File: src/rtl/exu_dec_pkg.sv
// -----------------------------------------------------------------------------
// exu_dec_pkg
// Shared definitions for the RV32I(M) decode stage: instruction/register-index
// widths, the layout of the grouped decode-info bus, the major opcode enum and
// immediate extraction helpers.
//
// Decode-info bus (DECINFO_WIDTH bits):
//   [1:0]  group code (ALU / BJP / AGU / MULDIV)
//   [14:2] group-specific one-hot/field bits, ranges listed below
//
// Optional feature macro used by the decode core: EXU_DEC_RV32M_EN
// -----------------------------------------------------------------------------
package exu_dec_pkg;

  localparam int INSTR_SIZE    = 32;
  localparam int RFIDX_WIDTH   = 5;
  localparam int DECINFO_WIDTH = 15;

  // Group field
  localparam int DECINFO_GRP_LSB = 0;
  localparam int DECINFO_GRP_MSB = 1;
  localparam logic [1:0] DECINFO_GRP_ALU    = 2'd0;
  localparam logic [1:0] DECINFO_GRP_BJP    = 2'd1;
  localparam logic [1:0] DECINFO_GRP_AGU    = 2'd2;
  localparam logic [1:0] DECINFO_GRP_MULDIV = 2'd3;

  // ALU group bits
  localparam int DECINFO_ALU_ADD    = 2;
  localparam int DECINFO_ALU_SUB    = 3;
  localparam int DECINFO_ALU_XOR    = 4;
  localparam int DECINFO_ALU_SLL    = 5;
  localparam int DECINFO_ALU_SRL    = 6;
  localparam int DECINFO_ALU_SRA    = 7;
  localparam int DECINFO_ALU_OR     = 8;
  localparam int DECINFO_ALU_AND    = 9;
  localparam int DECINFO_ALU_SLT    = 10;
  localparam int DECINFO_ALU_SLTU   = 11;
  localparam int DECINFO_ALU_LUI    = 12;
  localparam int DECINFO_ALU_OP2IMM = 13;
  localparam int DECINFO_ALU_OP1PC  = 14;

  // BJP group bits
  localparam int DECINFO_BJP_JUMP  = 2;
  localparam int DECINFO_BJP_BPRDT = 3;
  localparam int DECINFO_BJP_BEQ   = 4;
  localparam int DECINFO_BJP_BNE   = 5;
  localparam int DECINFO_BJP_BLT   = 6;
  localparam int DECINFO_BJP_BGE   = 7;
  localparam int DECINFO_BJP_BLTU  = 8;
  localparam int DECINFO_BJP_BGEU  = 9;

  // AGU group bits
  localparam int DECINFO_AGU_LOAD     = 2;
  localparam int DECINFO_AGU_STORE    = 3;
  localparam int DECINFO_AGU_SIZE_LSB = 4;
  localparam int DECINFO_AGU_SIZE_MSB = 5;
  localparam int DECINFO_AGU_USIGN    = 6;

  // MULDIV group bits (consecutive, indexed by funct3)
  localparam int DECINFO_MULDIV_MUL    = 2;
  localparam int DECINFO_MULDIV_MULH   = 3;
  localparam int DECINFO_MULDIV_MULHSU = 4;
  localparam int DECINFO_MULDIV_MULHU  = 5;
  localparam int DECINFO_MULDIV_DIV    = 6;
  localparam int DECINFO_MULDIV_DIVU   = 7;
  localparam int DECINFO_MULDIV_REM    = 8;
  localparam int DECINFO_MULDIV_REMU   = 9;

  typedef enum logic [6:0] {
    OPC_LUI    = 7'b0110111,
    OPC_AUIPC  = 7'b0010111,
    OPC_JAL    = 7'b1101111,
    OPC_JALR   = 7'b1100111,
    OPC_BRANCH = 7'b1100011,
    OPC_LOAD   = 7'b0000011,
    OPC_STORE  = 7'b0100011,
    OPC_OPIMM  = 7'b0010011,
    OPC_OP     = 7'b0110011
  } opcode_e;

  function automatic logic [31:0] imm_i(input logic [31:0] ins);
    return {{20{ins[31]}}, ins[31:20]};
  endfunction

  function automatic logic [31:0] imm_s(input logic [31:0] ins);
    return {{20{ins[31]}}, ins[31:25], ins[11:7]};
  endfunction

  function automatic logic [31:0] imm_b(input logic [31:0] ins);
    return {{19{ins[31]}}, ins[31], ins[7], ins[30:25], ins[11:8], 1'b0};
  endfunction

  function automatic logic [31:0] imm_u(input logic [31:0] ins);
    return {ins[31:12], 12'd0};
  endfunction

  function automatic logic [31:0] imm_j(input logic [31:0] ins);
    return {{11{ins[31]}}, ins[31], ins[19:12], ins[20], ins[30:21], 1'b0};
  endfunction

endpackage

File: src/rtl/exu_dec_core.sv
// -----------------------------------------------------------------------------
// exu_dec_core
// Purely combinational RV32I(M) instruction decoder.
// Ports:
//   i_instr, i_prdt_taken            raw instruction and its branch prediction
//   o_rs1en/o_rs2en/o_rdwen          register-file enables
//   o_rs1idx/o_rs2idx/o_rdidx        raw register index fields
//   o_info                           grouped decode bus (see exu_dec_pkg)
//   o_imm, o_bjp_imm                 selected immediate, branch/jump offset
//   o_illegal, o_bjp/o_jal/o_jalr/o_bxx
// Macro EXU_DEC_RV32M_EN: when defined, OP with funct7=0000001 decodes into
// the MULDIV group; otherwise those encodings are illegal.
// An illegal encoding zeroes info, enables, flags and immediates.
// -----------------------------------------------------------------------------
module exu_dec_core
  import exu_dec_pkg::*;
#(
  parameter int XLEN = 32
) (
  input  logic [INSTR_SIZE-1:0]    i_instr,
  input  logic                     i_prdt_taken,
  output logic                     o_rs1en,
  output logic                     o_rs2en,
  output logic                     o_rdwen,
  output logic [RFIDX_WIDTH-1:0]   o_rs1idx,
  output logic [RFIDX_WIDTH-1:0]   o_rs2idx,
  output logic [RFIDX_WIDTH-1:0]   o_rdidx,
  output logic [DECINFO_WIDTH-1:0] o_info,
  output logic [XLEN-1:0]          o_imm,
  output logic [XLEN-1:0]          o_bjp_imm,
  output logic                     o_illegal,
  output logic                     o_bjp,
  output logic                     o_jal,
  output logic                     o_jalr,
  output logic                     o_bxx
);

  opcode_e            w_opc;
  logic [2:0]         w_f3;
  logic [6:0]         w_f7;
  logic [DECINFO_WIDTH-1:0] w_info;
  logic [31:0]        w_imm32;
  logic [31:0]        w_bimm32;
  logic               w_ill;
  logic               w_rs1en, w_rs2en, w_rdwen;
  logic               w_jal, w_jalr, w_bxx;

  assign w_opc    = opcode_e'(i_instr[6:0]);
  assign w_f3     = i_instr[14:12];
  assign w_f7     = i_instr[31:25];
  assign o_rdidx  = i_instr[11:7];
  assign o_rs1idx = i_instr[19:15];
  assign o_rs2idx = i_instr[24:20];

  always_comb begin
    w_info   = '0;
    w_imm32  = '0;
    w_bimm32 = '0;
    w_ill    = 1'b0;
    w_rs1en  = 1'b0;
    w_rs2en  = 1'b0;
    w_rdwen  = 1'b0;
    w_jal    = 1'b0;
    w_jalr   = 1'b0;
    w_bxx    = 1'b0;
    case (w_opc)
      OPC_LUI: begin
        w_info[DECINFO_GRP_MSB:DECINFO_GRP_LSB] = DECINFO_GRP_ALU;
        w_info[DECINFO_ALU_LUI]    = 1'b1;
        w_info[DECINFO_ALU_OP2IMM] = 1'b1;
        w_rdwen = 1'b1;
        w_imm32 = imm_u(i_instr);
      end
      OPC_AUIPC: begin
        w_info[DECINFO_GRP_MSB:DECINFO_GRP_LSB] = DECINFO_GRP_ALU;
        w_info[DECINFO_ALU_ADD]    = 1'b1;
        w_info[DECINFO_ALU_OP1PC]  = 1'b1;
        w_info[DECINFO_ALU_OP2IMM] = 1'b1;
        w_rdwen = 1'b1;
        w_imm32 = imm_u(i_instr);
      end
      OPC_JAL: begin
        w_info[DECINFO_GRP_MSB:DECINFO_GRP_LSB] = DECINFO_GRP_BJP;
        w_info[DECINFO_BJP_JUMP]  = 1'b1;
        w_info[DECINFO_BJP_BPRDT] = i_prdt_taken;
        w_rdwen  = 1'b1;
        w_jal    = 1'b1;
        w_imm32  = imm_j(i_instr);
        w_bimm32 = imm_j(i_instr);
      end
      OPC_JALR: begin
        w_ill = (w_f3 != 3'd0);
        w_info[DECINFO_GRP_MSB:DECINFO_GRP_LSB] = DECINFO_GRP_BJP;
        w_info[DECINFO_BJP_JUMP]  = 1'b1;
        w_info[DECINFO_BJP_BPRDT] = i_prdt_taken;
        w_rs1en  = 1'b1;
        w_rdwen  = 1'b1;
        w_jalr   = 1'b1;
        w_imm32  = imm_i(i_instr);
        w_bimm32 = imm_i(i_instr);
      end
      OPC_BRANCH: begin
        w_info[DECINFO_GRP_MSB:DECINFO_GRP_LSB] = DECINFO_GRP_BJP;
        w_info[DECINFO_BJP_BPRDT] = i_prdt_taken;
        case (w_f3)
          3'd0:    w_info[DECINFO_BJP_BEQ]  = 1'b1;
          3'd1:    w_info[DECINFO_BJP_BNE]  = 1'b1;
          3'd4:    w_info[DECINFO_BJP_BLT]  = 1'b1;
          3'd5:    w_info[DECINFO_BJP_BGE]  = 1'b1;
          3'd6:    w_info[DECINFO_BJP_BLTU] = 1'b1;
          3'd7:    w_info[DECINFO_BJP_BGEU] = 1'b1;
          default: w_ill = 1'b1;
        endcase
        w_rs1en  = 1'b1;
        w_rs2en  = 1'b1;
        w_bxx    = 1'b1;
        w_imm32  = imm_b(i_instr);
        w_bimm32 = imm_b(i_instr);
      end
      OPC_LOAD: begin
        // Legal widths: LB LH LW LBU LHU
        w_ill = (w_f3 == 3'd3) || (w_f3 == 3'd6) || (w_f3 == 3'd7);
        w_info[DECINFO_GRP_MSB:DECINFO_GRP_LSB] = DECINFO_GRP_AGU;
        w_info[DECINFO_AGU_LOAD] = 1'b1;
        w_info[DECINFO_AGU_SIZE_MSB:DECINFO_AGU_SIZE_LSB] = w_f3[1:0];
        w_info[DECINFO_AGU_USIGN] = w_f3[2];
        w_rs1en = 1'b1;
        w_rdwen = 1'b1;
        w_imm32 = imm_i(i_instr);
      end
      OPC_STORE: begin
        w_ill = (w_f3 > 3'd2);
        w_info[DECINFO_GRP_MSB:DECINFO_GRP_LSB] = DECINFO_GRP_AGU;
        w_info[DECINFO_AGU_STORE] = 1'b1;
        w_info[DECINFO_AGU_SIZE_MSB:DECINFO_AGU_SIZE_LSB] = w_f3[1:0];
        w_rs1en = 1'b1;
        w_rs2en = 1'b1;
        w_imm32 = imm_s(i_instr);
      end
      OPC_OPIMM: begin
        w_info[DECINFO_GRP_MSB:DECINFO_GRP_LSB] = DECINFO_GRP_ALU;
        w_info[DECINFO_ALU_OP2IMM] = 1'b1;
        w_rs1en = 1'b1;
        w_rdwen = 1'b1;
        w_imm32 = imm_i(i_instr);
        case (w_f3)
          3'd0: w_info[DECINFO_ALU_ADD]  = 1'b1;
          // funct7 must be zero; a set bit 25 would be a shamt >= 32
          3'd1: begin
            w_info[DECINFO_ALU_SLL] = 1'b1;
            w_ill = (w_f7 != 7'b0000000);
          end
          3'd2: w_info[DECINFO_ALU_SLT]  = 1'b1;
          3'd3: w_info[DECINFO_ALU_SLTU] = 1'b1;
          3'd4: w_info[DECINFO_ALU_XOR]  = 1'b1;
          3'd5: begin
            if (w_f7 == 7'b0000000)      w_info[DECINFO_ALU_SRL] = 1'b1;
            else if (w_f7 == 7'b0100000) w_info[DECINFO_ALU_SRA] = 1'b1;
            else                         w_ill = 1'b1;
          end
          3'd6: w_info[DECINFO_ALU_OR]   = 1'b1;
          default: w_info[DECINFO_ALU_AND] = 1'b1;
        endcase
      end
      OPC_OP: begin
        w_rs1en = 1'b1;
        w_rs2en = 1'b1;
        w_rdwen = 1'b1;
        if (w_f7 == 7'b0000000) begin
          w_info[DECINFO_GRP_MSB:DECINFO_GRP_LSB] = DECINFO_GRP_ALU;
          case (w_f3)
            3'd0:    w_info[DECINFO_ALU_ADD]  = 1'b1;
            3'd1:    w_info[DECINFO_ALU_SLL]  = 1'b1;
            3'd2:    w_info[DECINFO_ALU_SLT]  = 1'b1;
            3'd3:    w_info[DECINFO_ALU_SLTU] = 1'b1;
            3'd4:    w_info[DECINFO_ALU_XOR]  = 1'b1;
            3'd5:    w_info[DECINFO_ALU_SRL]  = 1'b1;
            3'd6:    w_info[DECINFO_ALU_OR]   = 1'b1;
            default: w_info[DECINFO_ALU_AND]  = 1'b1;
          endcase
        end else if (w_f7 == 7'b0100000 && w_f3 == 3'd0) begin
          w_info[DECINFO_ALU_SUB] = 1'b1;
        end else if (w_f7 == 7'b0100000 && w_f3 == 3'd5) begin
          w_info[DECINFO_ALU_SRA] = 1'b1;
`ifdef EXU_DEC_RV32M_EN
        end else if (w_f7 == 7'b0000001) begin
          w_info[DECINFO_GRP_MSB:DECINFO_GRP_LSB] = DECINFO_GRP_MULDIV;
          w_info[DECINFO_MULDIV_MUL + int'(w_f3)] = 1'b1;
`endif
        end else begin
          w_ill = 1'b1;
        end
      end
      default: w_ill = 1'b1;
    endcase
    // Illegal words still flow down the pipe but carry no operation.
    if (w_ill) begin
      w_info   = '0;
      w_imm32  = '0;
      w_bimm32 = '0;
      w_rs1en  = 1'b0;
      w_rs2en  = 1'b0;
      w_rdwen  = 1'b0;
      w_jal    = 1'b0;
      w_jalr   = 1'b0;
      w_bxx    = 1'b0;
    end
  end

  assign o_info    = w_info;
  assign o_imm     = XLEN'($signed(w_imm32));
  assign o_bjp_imm = XLEN'($signed(w_bimm32));
  assign o_illegal = w_ill;
  assign o_rs1en   = w_rs1en;
  assign o_rs2en   = w_rs2en;
  assign o_rdwen   = w_rdwen;
  assign o_jal     = w_jal;
  assign o_jalr    = w_jalr;
  assign o_bxx     = w_bxx;
  assign o_bjp     = w_jal | w_jalr | w_bxx;

endmodule

File: src/rtl/exu_dec_stage.sv
// -----------------------------------------------------------------------------
// exu_dec_stage
// Registered decode stage: DEPTH-entry instruction queue between IFU and EXU,
// a single combinational decoder on the queue-head / bypass mux, and an output
// register handed to dispatch under valid/ready.
// Ports:
//   clk, rst_n (async, active-low)
//   i_valid/i_ready/i_instr/i_pc/i_prdt_taken   fetch side
//   i_flush                                      discard queue + output reg
//   o_valid/o_ready                              dispatch handshake
//   o_rs*/o_rd*, o_info, o_imm, o_bjp_imm, o_pc, o_illegal, o_bjp/jal/jalr/bxx
//   o_cnt                                        queue occupancy (excl. out reg)
// Macro EXU_DEC_RV32M_EN (see exu_dec_core) enables M-extension decode.
// -----------------------------------------------------------------------------
module exu_dec_stage
  import exu_dec_pkg::*;
#(
  parameter int DEPTH   = 2,
  parameter int PC_SIZE = 32,
  parameter int XLEN    = 32
) (
  input  logic                       clk,
  input  logic                       rst_n,
  input  logic                       i_valid,
  output logic                       i_ready,
  input  logic [INSTR_SIZE-1:0]      i_instr,
  input  logic [PC_SIZE-1:0]         i_pc,
  input  logic                       i_prdt_taken,
  input  logic                       i_flush,
  output logic                       o_valid,
  input  logic                       o_ready,
  output logic                       o_rs1en,
  output logic                       o_rs2en,
  output logic                       o_rdwen,
  output logic [RFIDX_WIDTH-1:0]     o_rs1idx,
  output logic [RFIDX_WIDTH-1:0]     o_rs2idx,
  output logic [RFIDX_WIDTH-1:0]     o_rdidx,
  output logic [DECINFO_WIDTH-1:0]   o_info,
  output logic [XLEN-1:0]            o_imm,
  output logic [XLEN-1:0]            o_bjp_imm,
  output logic [PC_SIZE-1:0]         o_pc,
  output logic                       o_illegal,
  output logic                       o_bjp,
  output logic                       o_jal,
  output logic                       o_jalr,
  output logic                       o_bxx,
  output logic [$clog2(DEPTH+1)-1:0] o_cnt
);

  localparam int PTR_W = $clog2(DEPTH);
  localparam int CNT_W = $clog2(DEPTH+1);

  logic [INSTR_SIZE-1:0] r_q_instr [DEPTH];
  logic [PC_SIZE-1:0]    r_q_pc    [DEPTH];
  logic                  r_q_prdt  [DEPTH];
  logic [PTR_W-1:0]      r_wr_ptr, r_rd_ptr;
  logic [CNT_W-1:0]      r_cnt;

  logic                     r_o_valid;
  logic                     r_rs1en, r_rs2en, r_rdwen;
  logic [RFIDX_WIDTH-1:0]   r_rs1idx, r_rs2idx, r_rdidx;
  logic [DECINFO_WIDTH-1:0] r_info;
  logic [XLEN-1:0]          r_imm, r_bjp_imm;
  logic [PC_SIZE-1:0]       r_pc;
  logic                     r_illegal, r_bjp, r_jal, r_jalr, r_bxx;

  logic                     w_q_nempty, w_push, w_ld_en, w_ld_q, w_ld_byp, w_ld, w_q_wr;
  logic [INSTR_SIZE-1:0]    w_sel_instr;
  logic [PC_SIZE-1:0]       w_sel_pc;
  logic                     w_sel_prdt;
  logic                     w_rs1en, w_rs2en, w_rdwen;
  logic [RFIDX_WIDTH-1:0]   w_rs1idx, w_rs2idx, w_rdidx;
  logic [DECINFO_WIDTH-1:0] w_info;
  logic [XLEN-1:0]          w_imm, w_bjp_imm;
  logic                     w_illegal, w_bjp, w_jal, w_jalr, w_bxx;

  // i_ready comes only from the count register, never from o_ready, so a
  // full queue refuses input even in a cycle where dispatch pops.
  assign i_ready    = (r_cnt != CNT_W'(DEPTH));
  assign w_q_nempty = (r_cnt != '0);
  assign w_push     = i_valid & i_ready & ~i_flush;
  assign w_ld_en    = ~r_o_valid | o_ready;
  assign w_ld_q     = w_ld_en & w_q_nempty & ~i_flush;
  // Bypass only when the queue is empty, which keeps ordering FIFO.
  assign w_ld_byp   = w_ld_en & ~w_q_nempty & w_push;
  assign w_ld       = w_ld_q | w_ld_byp;
  assign w_q_wr     = w_push & ~w_ld_byp;

  assign w_sel_instr = w_q_nempty ? r_q_instr[r_rd_ptr] : i_instr;
  assign w_sel_pc    = w_q_nempty ? r_q_pc[r_rd_ptr]    : i_pc;
  assign w_sel_prdt  = w_q_nempty ? r_q_prdt[r_rd_ptr]  : i_prdt_taken;

  exu_dec_core #(.XLEN(XLEN)) u_core (
    .i_instr      (w_sel_instr),
    .i_prdt_taken (w_sel_prdt),
    .o_rs1en      (w_rs1en),
    .o_rs2en      (w_rs2en),
    .o_rdwen      (w_rdwen),
    .o_rs1idx     (w_rs1idx),
    .o_rs2idx     (w_rs2idx),
    .o_rdidx      (w_rdidx),
    .o_info       (w_info),
    .o_imm        (w_imm),
    .o_bjp_imm    (w_bjp_imm),
    .o_illegal    (w_illegal),
    .o_bjp        (w_bjp),
    .o_jal        (w_jal),
    .o_jalr       (w_jalr),
    .o_bxx        (w_bxx)
  );

  // Queue storage: contents are only meaningful below r_cnt, so no reset.
  always_ff @(posedge clk) begin
    if (w_q_wr) begin
      r_q_instr[r_wr_ptr] <= i_instr;
      r_q_pc[r_wr_ptr]    <= i_pc;
      r_q_prdt[r_wr_ptr]  <= i_prdt_taken;
    end
  end

  always_ff @(posedge clk or negedge rst_n) begin
    if (!rst_n) begin
      r_wr_ptr <= '0;
      r_rd_ptr <= '0;
      r_cnt    <= '0;
    end else if (i_flush) begin
      r_wr_ptr <= '0;
      r_rd_ptr <= '0;
      r_cnt    <= '0;
    end else begin
      if (w_q_wr) r_wr_ptr <= r_wr_ptr + PTR_W'(1);
      if (w_ld_q) r_rd_ptr <= r_rd_ptr + PTR_W'(1);
      r_cnt <= r_cnt + CNT_W'(w_q_wr) - CNT_W'(w_ld_q);
    end
  end

  // Output register: holds while stalled (o_valid & ~o_ready).
  always_ff @(posedge clk or negedge rst_n) begin
    if (!rst_n) begin
      r_o_valid <= 1'b0;
      r_rs1en   <= 1'b0;
      r_rs2en   <= 1'b0;
      r_rdwen   <= 1'b0;
      r_rs1idx  <= '0;
      r_rs2idx  <= '0;
      r_rdidx   <= '0;
      r_info    <= '0;
      r_imm     <= '0;
      r_bjp_imm <= '0;
      r_pc      <= '0;
      r_illegal <= 1'b0;
      r_bjp     <= 1'b0;
      r_jal     <= 1'b0;
      r_jalr    <= 1'b0;
      r_bxx     <= 1'b0;
    end else if (i_flush) begin
      r_o_valid <= 1'b0;
    end else begin
      if (w_ld_en) r_o_valid <= w_ld;
      if (w_ld) begin
        r_rs1en   <= w_rs1en;
        r_rs2en   <= w_rs2en;
        r_rdwen   <= w_rdwen;
        r_rs1idx  <= w_rs1idx;
        r_rs2idx  <= w_rs2idx;
        r_rdidx   <= w_rdidx;
        r_info    <= w_info;
        r_imm     <= w_imm;
        r_bjp_imm <= w_bjp_imm;
        r_pc      <= w_sel_pc;
        r_illegal <= w_illegal;
        r_bjp     <= w_bjp;
        r_jal     <= w_jal;
        r_jalr    <= w_jalr;
        r_bxx     <= w_bxx;
      end
    end
  end

  assign o_valid   = r_o_valid;
  assign o_rs1en   = r_rs1en;
  assign o_rs2en   = r_rs2en;
  assign o_rdwen   = r_rdwen;
  assign o_rs1idx  = r_rs1idx;
  assign o_rs2idx  = r_rs2idx;
  assign o_rdidx   = r_rdidx;
  assign o_info    = r_info;
  assign o_imm     = r_imm;
  assign o_bjp_imm = r_bjp_imm;
  assign o_pc      = r_pc;
  assign o_illegal = r_illegal;
  assign o_bjp     = r_bjp;
  assign o_jal     = r_jal;
  assign o_jalr    = r_jalr;
  assign o_bxx     = r_bxx;
  assign o_cnt     = r_cnt;

endmodule
File: config.mk
export PLATFORM = sky130hd
export DESIGN_NAME = exu_dec_stage
export DESIGN_NICKNAME = d
export VERILOG_FILES = /design/src/rtl/exu_dec_pkg.sv /design/src/rtl/exu_dec_core.sv /design/src/rtl/exu_dec_stage.sv
export SDC_FILE = /design/constraint.sdc
export NUM_CORES = 1
export LEC_CHECK = 0
export BUFFER_PORTS_ARGS = -buffer_cell sky130_fd_sc_hd__buf_4
export CORE_MARGIN = 1
export CORE_UTILIZATION = 50
export CTS_CLUSTER_DIAMETER = 80
export DETAILED_ROUTE_END_ITERATION = 16
export PLACE_DENSITY = 0.86
export SLEW_MARGIN = 20
export SYNTH_ARGS = -nofsm -noshare
export SYNTH_HDL_FRONTEND = slang
export SYNTH_SLANG_ARGS = --single-unit
File: constraint.sdc
create_clock -name clk -period 4.3 [get_ports clk]
set_clock_uncertainty 0.2 [all_clocks]
set_input_delay 0.86 -clock clk [delete_from_list [all_inputs] [get_ports clk]]
set_output_delay 0.86 -clock clk [all_outputs]
set_load 0.01 [all_outputs]
* Word level (Yosys, flattened, before mapping)
Memory sizes are Yosys's and may differ from the RTL's.
Cells that the tools add are included.
** Storage, ports and cells
- Flip-flop bits (word level) :: 139
- Bits in writable memories :: 130
- Input port bits :: 70
- Logic and storage cells :: 153
- Memories kept :: 3
** Cells by class
- Add/sub/neg operators :: 4
- $lt $le $gt $ge :: 1
- Eq/ne operators :: 18
- Muxes and demuxes :: 68
- Bitwise gates (word level) :: 15
- Reduce and logical (&&, ||, !) cells :: 25
** Memories
- r_q_instr :: words 2, bits a word 32, rd ports 1, clocked after memory_dff 0, write ports 1, RTL line exu_dec_stage.sv:53 : logic [INSTR_SIZE-1:0] r_q_instr [DEPTH];
- r_q_pc :: words 2, bits a word 32, rd ports 1, clocked after memory_dff 0, write ports 1, RTL line exu_dec_stage.sv:54 : logic [PC_SIZE-1:0] r_q_pc [DEPTH];
- r_q_prdt :: words 2, bits a word 1, rd ports 1, clocked after memory_dff 0, write ports 1, RTL line exu_dec_stage.sv:55 : logic r_q_prdt [DEPTH];
** Operator list (number)
- 32-bit case mux with 5 select lines :: 1
- 32-bit two-way mux :: 4
- 32-bit case mux with 3 select lines :: 1
- 1-bit two-way mux :: 47
- 7-bit by 6-bit == test with 1-bit output, second input constant :: 4
- 7-bit == test, second input constant :: 3
- 15-bit two-way mux :: 1
- 3-bit OR reduction :: 5
- 7-bit by 5-bit == test with 1-bit output, second input constant :: 2
- 7-bit OR reduction :: 2
- 3-bit == test, second input constant :: 4
- 6-bit OR reduction :: 2
- 3-bit case mux with 3 select lines :: 1
- 2-bit case mux with 4 select lines :: 1
- 2-bit nonzero test :: 4
- 1-bit AND :: 7
- 7-bit by 2-bit == test with 1-bit output, second input constant :: 1
- 7-bit zero test :: 1
- 1-bit case mux with 7 select lines :: 1
- 7-bit nonzero test :: 1
- 3-bit by 2-bit == test with 1-bit output, second input constant :: 2
- 3-bit two-way mux :: 2
- 1-bit case mux with 3 select lines :: 2
- 2-bit case mux with 3 select lines :: 1
- 20 further kinds :: 31

* Longest topological paths before layout
Gate-level depths: netlist of run 1.
- Depth after elaboration :: 11
- Gate-level depth with buffers :: 12
- Gate-level depth less buffers :: 9

* Hierarchy
A second synthesis of run 1 with hierarchy kept.
** Second synthesis, totals
- Cell total of the unflattened synthesis :: 934
- Area total of the unflattened synthesis :: 12086.6 µm²
** Modules (own cells, without submodules)
- exu_dec_stage :: instances 1, cells an instance 667, area each 10575.1 µm², seq. area each 7382.1 µm²
- exu_dec_core :: instances 1, cells an instance 267, area each 1511.4 µm², seq. area each 0.0 µm²

* Worst setup path after synthesis of run 1
Ideal clock, no wire load.
- Kind :: input to register
- Start point :: input o_ready
- End point :: memory r_q_instr[0][0], enable pin
- Setup time :: 0.488 ns
- Arrival :: 4.328 ns
- Data required time :: 3.612 ns
- Path slack :: -0.716 ns
- Stages on the path :: 5
- Cell sequence :: nor2b_1 nand2b_1 nand3_1 or2_2 nor2_1
** On the way
- Longest elaborated chain between the ends :: 7
** RTL lines
- start: declaration :: RTL line exu_dec_stage.sv:31 : input logic o_ready,
- 1-bit OR :: RTL line exu_dec_stage.sv:82 : assign w_ld_en = ~r_o_valid | o_ready;
- 1-bit AND (2 in series) :: RTL line exu_dec_stage.sv:85 : assign w_ld_byp = w_ld_en & ~w_q_nempty & w_push;
- 1-bit NOT :: RTL line exu_dec_stage.sv:87 : assign w_q_wr = w_push & ~w_ld_byp;
- 1-bit AND :: RTL line exu_dec_stage.sv:87
- 1-bit two-way mux :: RTL line exu_dec_stage.sv:114 : if (w_q_wr) begin
- 1-bit two-way mux (implied by the code) :: RTL line exu_dec_stage.sv:115 : r_q_instr[r_wr_ptr] <= i_instr;
- end: declaration :: RTL line exu_dec_stage.sv:53
No other way between the ends.

* Worst setup path after layout of run 1
- Start point :: register r_cnt[1] (netlist: o_cnt[1])
- End point :: register r_bjp_imm[15] (netlist: o_bjp_imm[15])
** On the way
- Longest elaborated chain between the ends :: 9
- Elaborated cells between the ends (all ways) :: 49
- Those cells by class :: order compare: 1; eq/ne: 17; mux: 11; bitwise: 8; reduce/logical: 12
** RTL lines
- start: declaration :: RTL line exu_dec_stage.sv:57 : logic [CNT_W-1:0] r_cnt;
- start signal: assignment :: RTL line exu_dec_stage.sv:133 : r_cnt <= r_cnt + CNT_W'(w_q_wr) - CNT_W'(w_ld_q);
- 2-bit nonzero test :: RTL line exu_dec_stage.sv:80 : assign w_q_nempty = (r_cnt != '0);
- 32-bit two-way mux :: RTL line exu_dec_stage.sv:89 : assign w_sel_instr = w_q_nempty ? r_q_instr[r_rd_ptr] : i_instr;
- 7-bit by 6-bit == test with 1-bit output / 3-bit == test (equally long branches)
- 1-bit logical AND :: RTL line exu_dec_core.sv:183 : end else if (w_f7 == 7'b0100000 && w_f3 == 3'd5) begin
- 1-bit two-way mux :: RTL line exu_dec_core.sv:183
- 1-bit two-way mux :: RTL line exu_dec_core.sv:181 : end else if (w_f7 == 7'b0100000 && w_f3 == 3'd0) begin
- 1-bit two-way mux :: RTL line exu_dec_core.sv:169 : if (w_f7 == 7'b0000000) begin
- 1-bit case mux with 7 select lines :: RTL line exu_dec_core.sv:66 : case (w_opc)
- 32-bit two-way mux :: RTL line exu_dec_core.sv:197 : if (w_ill) begin
- end signal: assignment :: RTL line exu_dec_stage.sv:169 : r_bjp_imm <= w_bjp_imm;
- end: declaration :: RTL line exu_dec_stage.sv:63 : logic [XLEN-1:0] r_imm, r_bjp_imm;
Several ways; a longest one is shown, not always the timed one.
A chain may end at the register's enable or synchronous reset.

==> impl_metrics.env, run 1 <==
export IMPL_vias=7873
export IMPL_num_rows=53
export IMPL_hold_viol=0
export IMPL_cts_resized_gates=0
export IMPL_die_h_um=149.6
export IMPL_gp_congestion=0.8630
export IMPL_synth_nets=968
export IMPL_cap_violations=0
export IMPL_ys_async_sr_fraction_pct=49.61
export IMPL_start_kind="register"
export IMPL_tritoncts="yes"
export IMPL_max_freq_mhz=264.7
export IMPL_rsz0062_at_grt="false"
export IMPL_cts_buffers=27
export IMPL_power_leakage_nw=5.563
export IMPL_cts_setup_buffers=0
export IMPL_post_dp_cell_area_sq_um=12640
export IMPL_core_area_sq_um=21150
export IMPL_clk_pin_slew_ps=60
export IMPL_grt_pass1_vias=7833
export IMPL_layout_nets=1155
export IMPL_clk_insertion_delay_late_ps=540
export IMPL_avgSynthCellArea_sq_um=12.15
export IMPL_synth_edf_count=130
export IMPL_synthDistinctLibCells=56
export IMPL_relSlewSlack_pct=44.45
export IMPL_maxSlewViolCount=0
export IMPL_final_area_sq_um=13450
export IMPL_cts_hold_buffers=0
export IMPL_yosysWarnings=0
export IMPL_drt_iter0_drc=679
export IMPL_outcome="finished, final reports clean"
export IMPL_worst_path_max_fanout=38
export IMPL_grt_pass1_wl_um=41990
export IMPL_io_buffers=207
export IMPL_synth_ff_latch_count=258
export IMPL_cp_required_ps=4480
export IMPL_cts_root_buf="clkbuf_16"
export IMPL_netlist_instances=896
export IMPL_ys_seq_area_share_pct=65.29
export IMPL_ios=208
export IMPL_die_area_sq_um=22370
export IMPL_via_per_inst=5.705
export IMPL_timing_hold_ws_ps=123.3
export IMPL_p_int_mw=5.320
export IMPL_clkSinkCount=258
export IMPL_drtAntennaViolNets=0
export IMPL_fill_cells=1634
export IMPL_drive_gt1_share_pct=27.72
export IMPL_crit_arrival_ps=3960
export IMPL_swShare_pct=37.20
export IMPL_synth_top_flop_cell="edfxtp_1"
export IMPL_fin_crit_ps=3778
export IMPL_grt_overflow=0
export IMPL_p_clk_share_pct=25.3
export IMPL_seqPwrFrac_pct=38.0
export IMPL_die_x_um=149.6
export IMPL_synthesis_area_sq_um=10890
export IMPL_drc=0
export IMPL_htree_levels=1
export IMPL_p_per_area_nw_per_um2=629.8
export IMPL_power_switching_mw=3.151
export IMPL_antenna_found_initial=1
export IMPL_setup_viol=0
export IMPL_area_delta_synth_final_pct=23.58
export IMPL_grt_max_degree=173
export IMPL_criticalPathCategory="reg2reg"
export IMPL_tightestPinTransition_ps=830.2
export IMPL_comb_power_share_pct=36.7
export IMPL_endpoint_kind="register"
export IMPL_groute_usage_overall_pct=24.21
export IMPL_fin_tns_setup_ps=0
export IMPL_irDropWorstVdd_mv=0.3924
export IMPL_routed_wirelength_um=26960
export IMPL_routedWlPerCell_um=19.53
export IMPL_hold_path_class="in2async"
export IMPL_hpwl_um=17890
export IMPL_initial_core_util_pct=51.46
export IMPL_fin_crit_sh_pct=87.87
export IMPL_clock_path_buffers=3
export IMPL_dr_pass1_iters=5
==> cell type report <==
type	instances	area (sq um)	area share, %
clock inverter	12	63.81	0.4744
timing repair buffer	227	1733	12.88
clock buffer	38	748.2	5.562
inverter	10	37.54	0.2790
sequential	258	7111	52.86
tap	275	344.1	2.558
multi-input combinational	559	3412	25.36
antenna	1	2.502	0.01860
==> placed cells by master (no fill, tap or decap), types with 3 or more instances in the layout <==
| cell | netlist | layout |
|---|---|---|
| clkbuf_16 | 0 | 28 |
| o21ai_0 | 73 | 72 |
| o22ai_1 | 10 | 10 |
| dfrtp_1 | 128 | 127 |
| o21ai_2 | 14 | 14 |
| mux2_2 | 6 | 6 |
| o31ai_1 | 3 | 3 |
| xnor2_1 | 3 | 3 |
| a21oi_1 | 85 | 85 |
| or2_2 | 4 | 4 |
| o211ai_1 | 6 | 6 |
| inv_1 | 10 | 10 |
| o21ai_1 | 7 | 7 |
| a21oi_2 | 3 | 3 |
| a32o_1 | 17 | 17 |
| nand3_1 | 10 | 10 |
| mux2i_1 | 62 | 62 |
| buf_4 | 14 | 224 |
| a21o_1 | 8 | 8 |
| clkbuf_1 | 32 | 9 |
| nand2_1 | 107 | 107 |
| a22o_1 | 15 | 15 |
| nor2_4 | 0 | 3 |
| nor3_1 | 20 | 19 |
| edfxtp_1 | 130 | 130 |
| nor2_1 | 68 | 65 |
| clkinv_2 | 0 | 8 |
| a31oi_1 | 3 | 3 |
==> registers in the layout (all words and copies together), names as in the netlist, 2 cells and up <==
name / flops
r_q_pc: 64
o_bjp_imm: 21
r_q_prdt: 2
r_q_instr: 64
o_rs2idx: 5
o_info: 15
o_cnt: 2
o_imm: 32
o_rs1idx: 5
o_rdidx: 5
o_pc: 32
==> cells by family (layout without fill, tap and decap cells) <==
family | Yosys count | in the layout | share of synthesized area [%]
adders and majority gates | 2 | 2 | 0.2298
DFF | 258 | 258 | 65.29
and+or+nand+nor | 227 | 227 | 8.897
other | 0 | 1 | 0
muxes | 68 | 68 | 6.322
buffers and inverters | 79 | 287 | 3.724
AOI/OAI and AO/OA | 258 | 258 | 15.22
xor gates and xnor gates | 4 | 4 | 0.3219
==> worst max-delay path: stages (launching register included) <==
cell and delay (ps):
dfrtp_1 370, buf_4 200, or2_1 390, buf_4 270, or4_4 540, a21oi_1 520, o2111ai_1 230, nand4_1 190
or3_1 120, buf_4 390, o21ai_0 210
==> worst paths after layout <==
check,start,endpoint,slack [ps],cells past startpoint
worst max-delay path,o_cnt[1]$_DFF_PN0_,o_bjp_imm[15]$_DFFE_PN0P_,520,10
worst min-delay path,rst_n,o_illegal$_DFFE_PN0P_,120,1
worst max register to register,o_cnt[1]$_DFF_PN0_,o_bjp_imm[15]$_DFFE_PN0P_,520,10
worst min register to register,o_pc[1]$_DFFE_PN0P_,o_pc[1]$_DFFE_PN0P_,280,2
max in group asynchronous,rst_n,o_pc[24]$_DFFE_PN0P_,2990,2
min in group clk,o_pc[1]$_DFFE_PN0P_,o_pc[1]$_DFFE_PN0P_,280,2
==> routing by layer <==
metal	up-vias	global-route usage, %	part of all wire (%)
li1	3646	-	-
met1	3864	32.78	41
met2	302	39.65	49
met3	61	3.841	6.6
met4	0	8.469	2.9
met5	-	0	0
==> power by group through the flow <==
stage / Sequential, mW / Combinational, mW / Clock, mW
2_1_floorplan: 3.31 / 1.96 / 0
3_3_place_gp: 3.24 / 3.03 / 0
3_5_place_dp: 3.26 / 3.09 / 0
4_1_cts: 3.22 / 3.10 / 2.17
5_1_grt: 3.25 / 3.41 / 2.28
6_report: 3.22 / 3.11 / 2.15
==> synthesized netlist by cell type, drive strengths merged (3+ instances only) <==
| library cell | n | area [sq um] |
|---|---|---|
| a31oi | 3 | 18.77 |
| a21oi | 90 | 484.2 |
| nor2 | 68 | 255.2 |
| nand3 | 10 | 50.05 |
| dfrtp | 128 | 3203 |
| mux2 | 6 | 67.56 |
| clkbuf | 34 | 130.1 |
| o22ai | 10 | 62.56 |
| o211ai | 7 | 57.55 |
| nand2 | 107 | 401.6 |
| or2 | 5 | 31.28 |
| inv | 10 | 37.54 |
| buf | 35 | 237.7 |
| o21ai | 94 | 523.0 |
| a21o | 8 | 60.06 |
| a32o | 17 | 170.2 |
| xnor2 | 3 | 26.28 |
| mux2i | 62 | 620.6 |
| o31ai | 3 | 22.52 |
| edfxtp | 130 | 3904 |
| a22o | 15 | 131.4 |
| nor3 | 20 | 100.1 |
==> metrics by stage <==
step	total power, mW	utilization (%)	setup WS [ps]	std cells
finish	8.471	63.59	521.5	1380
global route	8.944	63.59	329.9	1380
CTS	8.497	63.58	601.0	1379
detailed placement	6.353	59.74	607.5	1329
global placement	6.275	59.74	793.6	1329
floorplan	5.270	-	-716.4	896
Power figures use the tool's default switching activity.
==> run 2, diff against run 1 <==
--- a/config.mk
+++ b/config.mk
@@ -11,6 +11,7 @@
 export CTS_CLUSTER_DIAMETER = 80
 export DETAILED_ROUTE_END_ITERATION = 16
 export PLACE_DENSITY = 0.86
+export REMOVE_ABC_BUFFERS = 1
 export SLEW_MARGIN = 20
 export SYNTH_ARGS = -nofsm -noshare
 export SYNTH_HDL_FRONTEND = slang
==> impl_metrics.env, run 2 (synthesis results as in run 1) <==
export IMPL_outcome="finished, final reports clean"
export IMPL_die_h_um=149.6
export IMPL_p_clk_share_pct=27.8
export IMPL_num_rows=53
export IMPL_hold_path_class="in2async"
export IMPL_dpl_worst_slack_ps=384.2
export IMPL_crit_end="o_imm[28]$_DFFE_PN0P_"
export IMPL_layout_commonest_cell="buf_4"
export IMPL_vias=7866
export IMPL_maxSlewViolCount=0
export IMPL_p_per_area_nw_per_um2=640.9
export IMPL_power_leakage_nw=5.606
export IMPL_initial_core_util_pct=51.46
export IMPL_critPathMaxStageDelay_ps=740
export IMPL_io_buffers=207
export IMPL_fin_tns_setup_ps=0
export IMPL_reg2reg_to="o_imm[28]$_DFFE_PN0P_"
export IMPL_criticalPathCategory="reg2reg"
export IMPL_rrSetupSlack_ps=290
export IMPL_clkSinkCount=258
export IMPL_grt_max_degree=173
export IMPL_worst_path_max_fanout=38
export IMPL_irDropWorstVdd_mv=0.4110
export IMPL_dr_pass1_iters=5
export IMPL_cp_slowest_cell="or3_2"
export IMPL_crit_path_start="o_cnt[1]$_DFF_PN0_"
export IMPL_grt_pass1_vias=7845
export IMPL_comb_power_share_pct=35.0
export IMPL_antenna_found_initial=0
export IMPL_htree_levels=1
export IMPL_tritoncts="yes"
export IMPL_r2r_cells=8
export IMPL_rsz0062_at_grt="false"
export IMPL_start_kind="register"
export IMPL_clock_path_buffers=3
export IMPL_fin_crit_sh_pct=93.27
export IMPL_grt_pass1_wl_um=42720
export IMPL_drt_iter0_drc=484
export IMPL_drtAntennaViolNets=0
export IMPL_cts_setup_buffers=0
export IMPL_cap_violations=0
export IMPL_layout_nets=1153
export IMPL_crit_chain="or2_1 > buf_4 > a21o_1 > nor3_1 > nand3_1 > o22ai_1 > or3_2 > o21ai_0"
export IMPL_r2r_start="o_cnt[1]$_DFF_PN0_"
export IMPL_top_regs="r_q_instr (64), r_q_pc (64)"
export IMPL_routedWlPerCell_um=19.63
export IMPL_drive_gt1_share_pct=28.31
export IMPL_drc=0
export IMPL_endpoint_kind="register"
export IMPL_core_area_sq_um=21150
export IMPL_cp_required_ps=4460
export IMPL_power_switching_mw=3.136
export IMPL_timing_hold_ws_ps=184.2
export IMPL_cts_hold_buffers=0
export IMPL_groute_usage_overall_pct=24.66
export IMPL_final_cell_mix="223 x buf_4, 130 x edfxtp_1, 127 x dfrtp_1"
export IMPL_antenna_cells=0
export IMPL_via_per_inst=5.712
export IMPL_swShare_pct=36.14
export IMPL_ios=208
export IMPL_die_area_sq_um=22370
export IMPL_clk_insertion_delay_late_ps=540
export IMPL_cts_buffers=27
export IMPL_fin_crit_ps=4011
export IMPL_grt_overflow=0
export IMPL_die_x_um=149.6
export IMPL_hold_viol=0
export IMPL_clk_pin_slew_ps=60
export IMPL_cts_root_buf="clkbuf_16"
export IMPL_routed_wirelength_um=27040
export IMPL_layout_setup_ws_ps=289.3
export IMPL_seqPwrFrac_pct=37.2
export IMPL_max_freq_mhz=249.3
export IMPL_tightestPinTransition_ps=992.3
export IMPL_crit_arrival_ps=4170
export IMPL_hpwl_um=17430
export IMPL_relSlewSlack_pct=33.60
export IMPL_fill_cells=1604
export IMPL_area_delta_synth_final_pct=24.37
export IMPL_p_int_mw=5.541
export IMPL_setup_viol=0
export IMPL_gp_congestion=0.8748
export IMPL_cts_resized_gates=0
[run 2: how the worst min path moves through the flow]
stage	from	endpoint	cells past startpoint
after global routing	rst_n	o_bjp_imm[9]$_DFFE_PN0P_	1
final	rst_n	o_bjp_imm[9]$_DFFE_PN0P_	1
after detailed placement	o_imm[23]$_DFFE_PN0P_	o_imm[23]$_DFFE_PN0P_	2
after CTS	rst_n	o_imm[27]$_DFFE_PN0P_	1
after global placement	o_pc[24]$_DFFE_PN0P_	o_pc[24]$_DFFE_PN0P_	2
after floorplan	o_bjp_imm[11]$_DFFE_PN0P_	o_bjp_imm[11]$_DFFE_PN0P_	2
[run 2: area by class of cell]
class	instances	area (sq um)	share of cell area (%)
inverter	10	37.54	0.2773
timing repair buffer	225	1705	12.60
tap	275	344.1	2.542
clock inverter	23	251.5	1.858
clock buffer	27	675.6	4.991
sequential	258	7111	52.52
multi-input combinational	559	3413	25.21
[run 2: metal layers]
metal	track usage, %	vias to the layer above	wire, um
li1	-	3635	-
met1	33.04	3838	10820
met2	40.16	341	12980
met3	5.457	52	2547
met4	7.347	0	684
met5	0	-	0
[run 2: power by group through the flow]
stage          clock [mW]  sequential [mW]  combinational, mW
5_1_grt              2.56             3.26               3.35
3_5_place_dp            0             3.27               3.02
2_1_floorplan           0             3.44               1.80
6_report             2.42             3.23               3.04
3_3_place_gp            0             3.25               2.94
4_1_cts              2.46             3.23               3.04
[run 2: per-stage QoR]
step	area (sq um)	cells	utilization, %	total power, mW
2_1_floorplan	10520	827	-	5.238
3_3_place_gp	12610	1327	59.61	6.188
3_5_place_dp	12610	1327	59.61	6.293
4_1_cts	13540	1377	64.00	8.731
5_1_grt	13540	1377	64.00	9.177
6_report	13540	1377	64.00	8.677
[run 2: worst max-delay path: cells and delay by family (launching register included)]
family / cells / cell delay (ps)
buffers and inverters: 1 / 280
AND/OR/NAND/NOR: 4 / 1940
flip-flops: 1 / 600
AO/OA/AOI/OAI: 3 / 820
==> run 3, diff against run 2 <==
--- a/config.mk
+++ b/config.mk
@@ -10,7 +10,7 @@
 export CORE_UTILIZATION = 50
 export CTS_CLUSTER_DIAMETER = 80
 export DETAILED_ROUTE_END_ITERATION = 16
-export PLACE_DENSITY = 0.86
+export PLACE_DENSITY = 0.83
 export REMOVE_ABC_BUFFERS = 1
 export SLEW_MARGIN = 20
 export SYNTH_ARGS = -nofsm -noshare
==> constraint.sdc (replaced) <==
create_clock -name clk -period 5.15 [get_ports clk]
set_clock_uncertainty 0.2 [all_clocks]
set_input_delay 0.515 -clock clk [delete_from_list [all_inputs] [get_ports clk]]
set_output_delay 0.515 -clock clk [all_outputs]
set_load 0.01 [all_outputs]
==> impl_metrics.env, run 3 (synthesis results as in run 1) <==
export IMPL_gp_congestion=0.8179
export IMPL_final_util_pct=67.07
export IMPL_crit_arrival_ps=4800
export IMPL_relSlewSlack_pct=31.13
export IMPL_max_freq_mhz=218.9
export IMPL_cp_required_ps=5390
export IMPL_r2r_start="o_cnt[0]$_DFF_PN0_"
export IMPL_antenna_cells=0
export IMPL_tightestPinTransition_ps=1033
export IMPL_die_h_um=149.6
export IMPL_clock_path_buffers=3
export IMPL_clkSinkCount=258
export IMPL_core_area_sq_um=21150
export IMPL_drive_gt1_share_pct=25.99
export IMPL_p_per_area_nw_per_um2=514.2
export IMPL_power_switching_mw=2.623
export IMPL_hold_end="o_valid$_DFFE_PN0P_"
export IMPL_groute_usage_overall_pct=24.90
export IMPL_htree_levels=1
export IMPL_dpl_worst_slack_ps=609.5
export IMPL_maxSlewViolCount=0
export IMPL_vias=8059
export IMPL_clk_pin_slew_ps=60
export IMPL_final_cell_mix="214 x buf_4, 130 x edfxtp_1, 127 x dfrtp_1"
export IMPL_outcome="finished, final reports clean"
export IMPL_hpwl_um=17150
export IMPL_criticalPathCategory="reg2reg"
export IMPL_worst_path_max_fanout=38
export IMPL_hold_path_class="in2reg"
export IMPL_endpoint_kind="register"
export IMPL_top_regs="r_q_instr (64), r_q_pc (64)"
export IMPL_routed_wirelength_um=27710
export IMPL_hold_depth=3
export IMPL_comb_power_share_pct=34.6
export IMPL_drc=0
export IMPL_final_cells=1437
export IMPL_drt_iter0_drc=440
export IMPL_power_leakage_nw=5.856
export IMPL_fin_crit_sh_pct=88.71
export IMPL_initial_core_util_pct=51.46
export IMPL_antenna_found_initial=0
export IMPL_p_clk_share_pct=27.8
export IMPL_hold_viol=0
export IMPL_routedWlPerCell_um=19.28
export IMPL_cts_root_buf="clkbuf_16"
export IMPL_reg2reg_to="o_imm[28]$_DFFE_PN0P_"
export IMPL_grt_pass1_vias=8155
export IMPL_tritoncts="yes"
export IMPL_timing_hold_ws_ps=98.46
export IMPL_seqPwrFrac_pct=37.5
export IMPL_drtAntennaViolNets=0
export IMPL_start_kind="register"
export IMPL_rrSetupSlack_ps=580
export IMPL_via_per_inst=5.608
export IMPL_layout_setup_ws_ps=581.3
export IMPL_rsz0062_at_grt="false"
export IMPL_p_int_mw=4.674
export IMPL_dp_cells=1320
export IMPL_io_buffers=207
export IMPL_fin_crit_ps=4569
export IMPL_clk_insertion_delay_late_ps=530
export IMPL_ios=208
export IMPL_swShare_pct=35.95
export IMPL_grt_overflow=0
export IMPL_grt_pass1_wl_um=43300
export IMPL_min_from="i_valid"
export IMPL_area_delta_synth_final_pct=30.34
export IMPL_cap_violations=0
export IMPL_layout_commonest_cell="buf_4"
export IMPL_die_x_um=149.6
export IMPL_cts_buffers=27
export IMPL_layout_nets=1213
export IMPL_die_area_sq_um=22370
export IMPL_dr_pass1_iters=5
export IMPL_fill_cells=1546
export IMPL_grt_max_degree=173
export IMPL_setup_viol=0
export IMPL_fin_tns_setup_ps=0
export IMPL_num_rows=53
export IMPL_irDropWorstVdd_mv=0.3890
export IMPL_r2r_cells=7
## run 3: stage by stage
step	power (mW)	area (sq um)
4_1_cts	7.313	14190
3_3_place_gp	5.151	12580
6_report	7.296	14190
5_1_grt	7.700	14190
2_1_floorplan	4.374	10520
3_5_place_dp	5.235	12580
## run 3: cell type report
class	instances	area, sq um	share of cell area (%)
flip-flops and latches	258	7111	50.11
repair buffers	285	2349	16.55
well taps	275	344.1	2.425
multi-input cells	559	3413	24.06
inverters	10	37.54	0.2646
clock inverters	12	166.4	1.173
clock buffers	38	768.2	5.414
## run 3: timing repair
item	4_1_cts	5_1_grt
gates resized for setup	0	0
hold buffers	67	0
hold endpoints to repair	220	0
setup buffers	0	0
## run 3: worst max-delay path by stage
stage	to	slack, ps	cells past startpoint	start
floorplan	o_bjp_imm[11]$_DFFE_PN0P_	-6140	6	o_cnt[1]$_DFF_PN0_
global placement	o_imm[0]$_DFFE_PN0P_	820	7	o_cnt[0]$_DFF_PN0_
finish	o_imm[28]$_DFFE_PN0P_	580	7	o_cnt[0]$_DFF_PN0_
global route	o_imm[29]$_DFFE_PN0P_	270	7	o_cnt[0]$_DFF_PN0_
CTS	o_imm[28]$_DFFE_PN0P_	600	7	o_cnt[0]$_DFF_PN0_
detailed placement	o_imm[28]$_DFFE_PN0P_	610	7	o_cnt[0]$_DFF_PN0_
## run 3: critical path: stages, from the launching register on
cell and delay, ps:
dfrtp_1 720, or2_1 880, a21oi_1 470, or4_4 670, a211oi_1 250, o22ai_1 150, or3_2 820, o21ai_0 310
## run 3: power groups by stage
stage / Combinational, mW / Sequential [mW] / Clock, mW
after floorplan: 1.50 / 2.87 / 0
after global placement: 2.40 / 2.75 / 0
after detailed placement: 2.46 / 2.77 / 0
after CTS: 2.52 / 2.74 / 2.06
after global routing: 2.79 / 2.78 / 2.14
final: 2.53 / 2.74 / 2.03
## run 3: layer usage
layer,vias up,part of all wire (%),track usage [%]
li1,3762,-,-
met1,3936,41,32.49
met2,318,49,42.20
met3,43,7.8,5.274
met4,0,2.0,6.480
met5,-,0,0
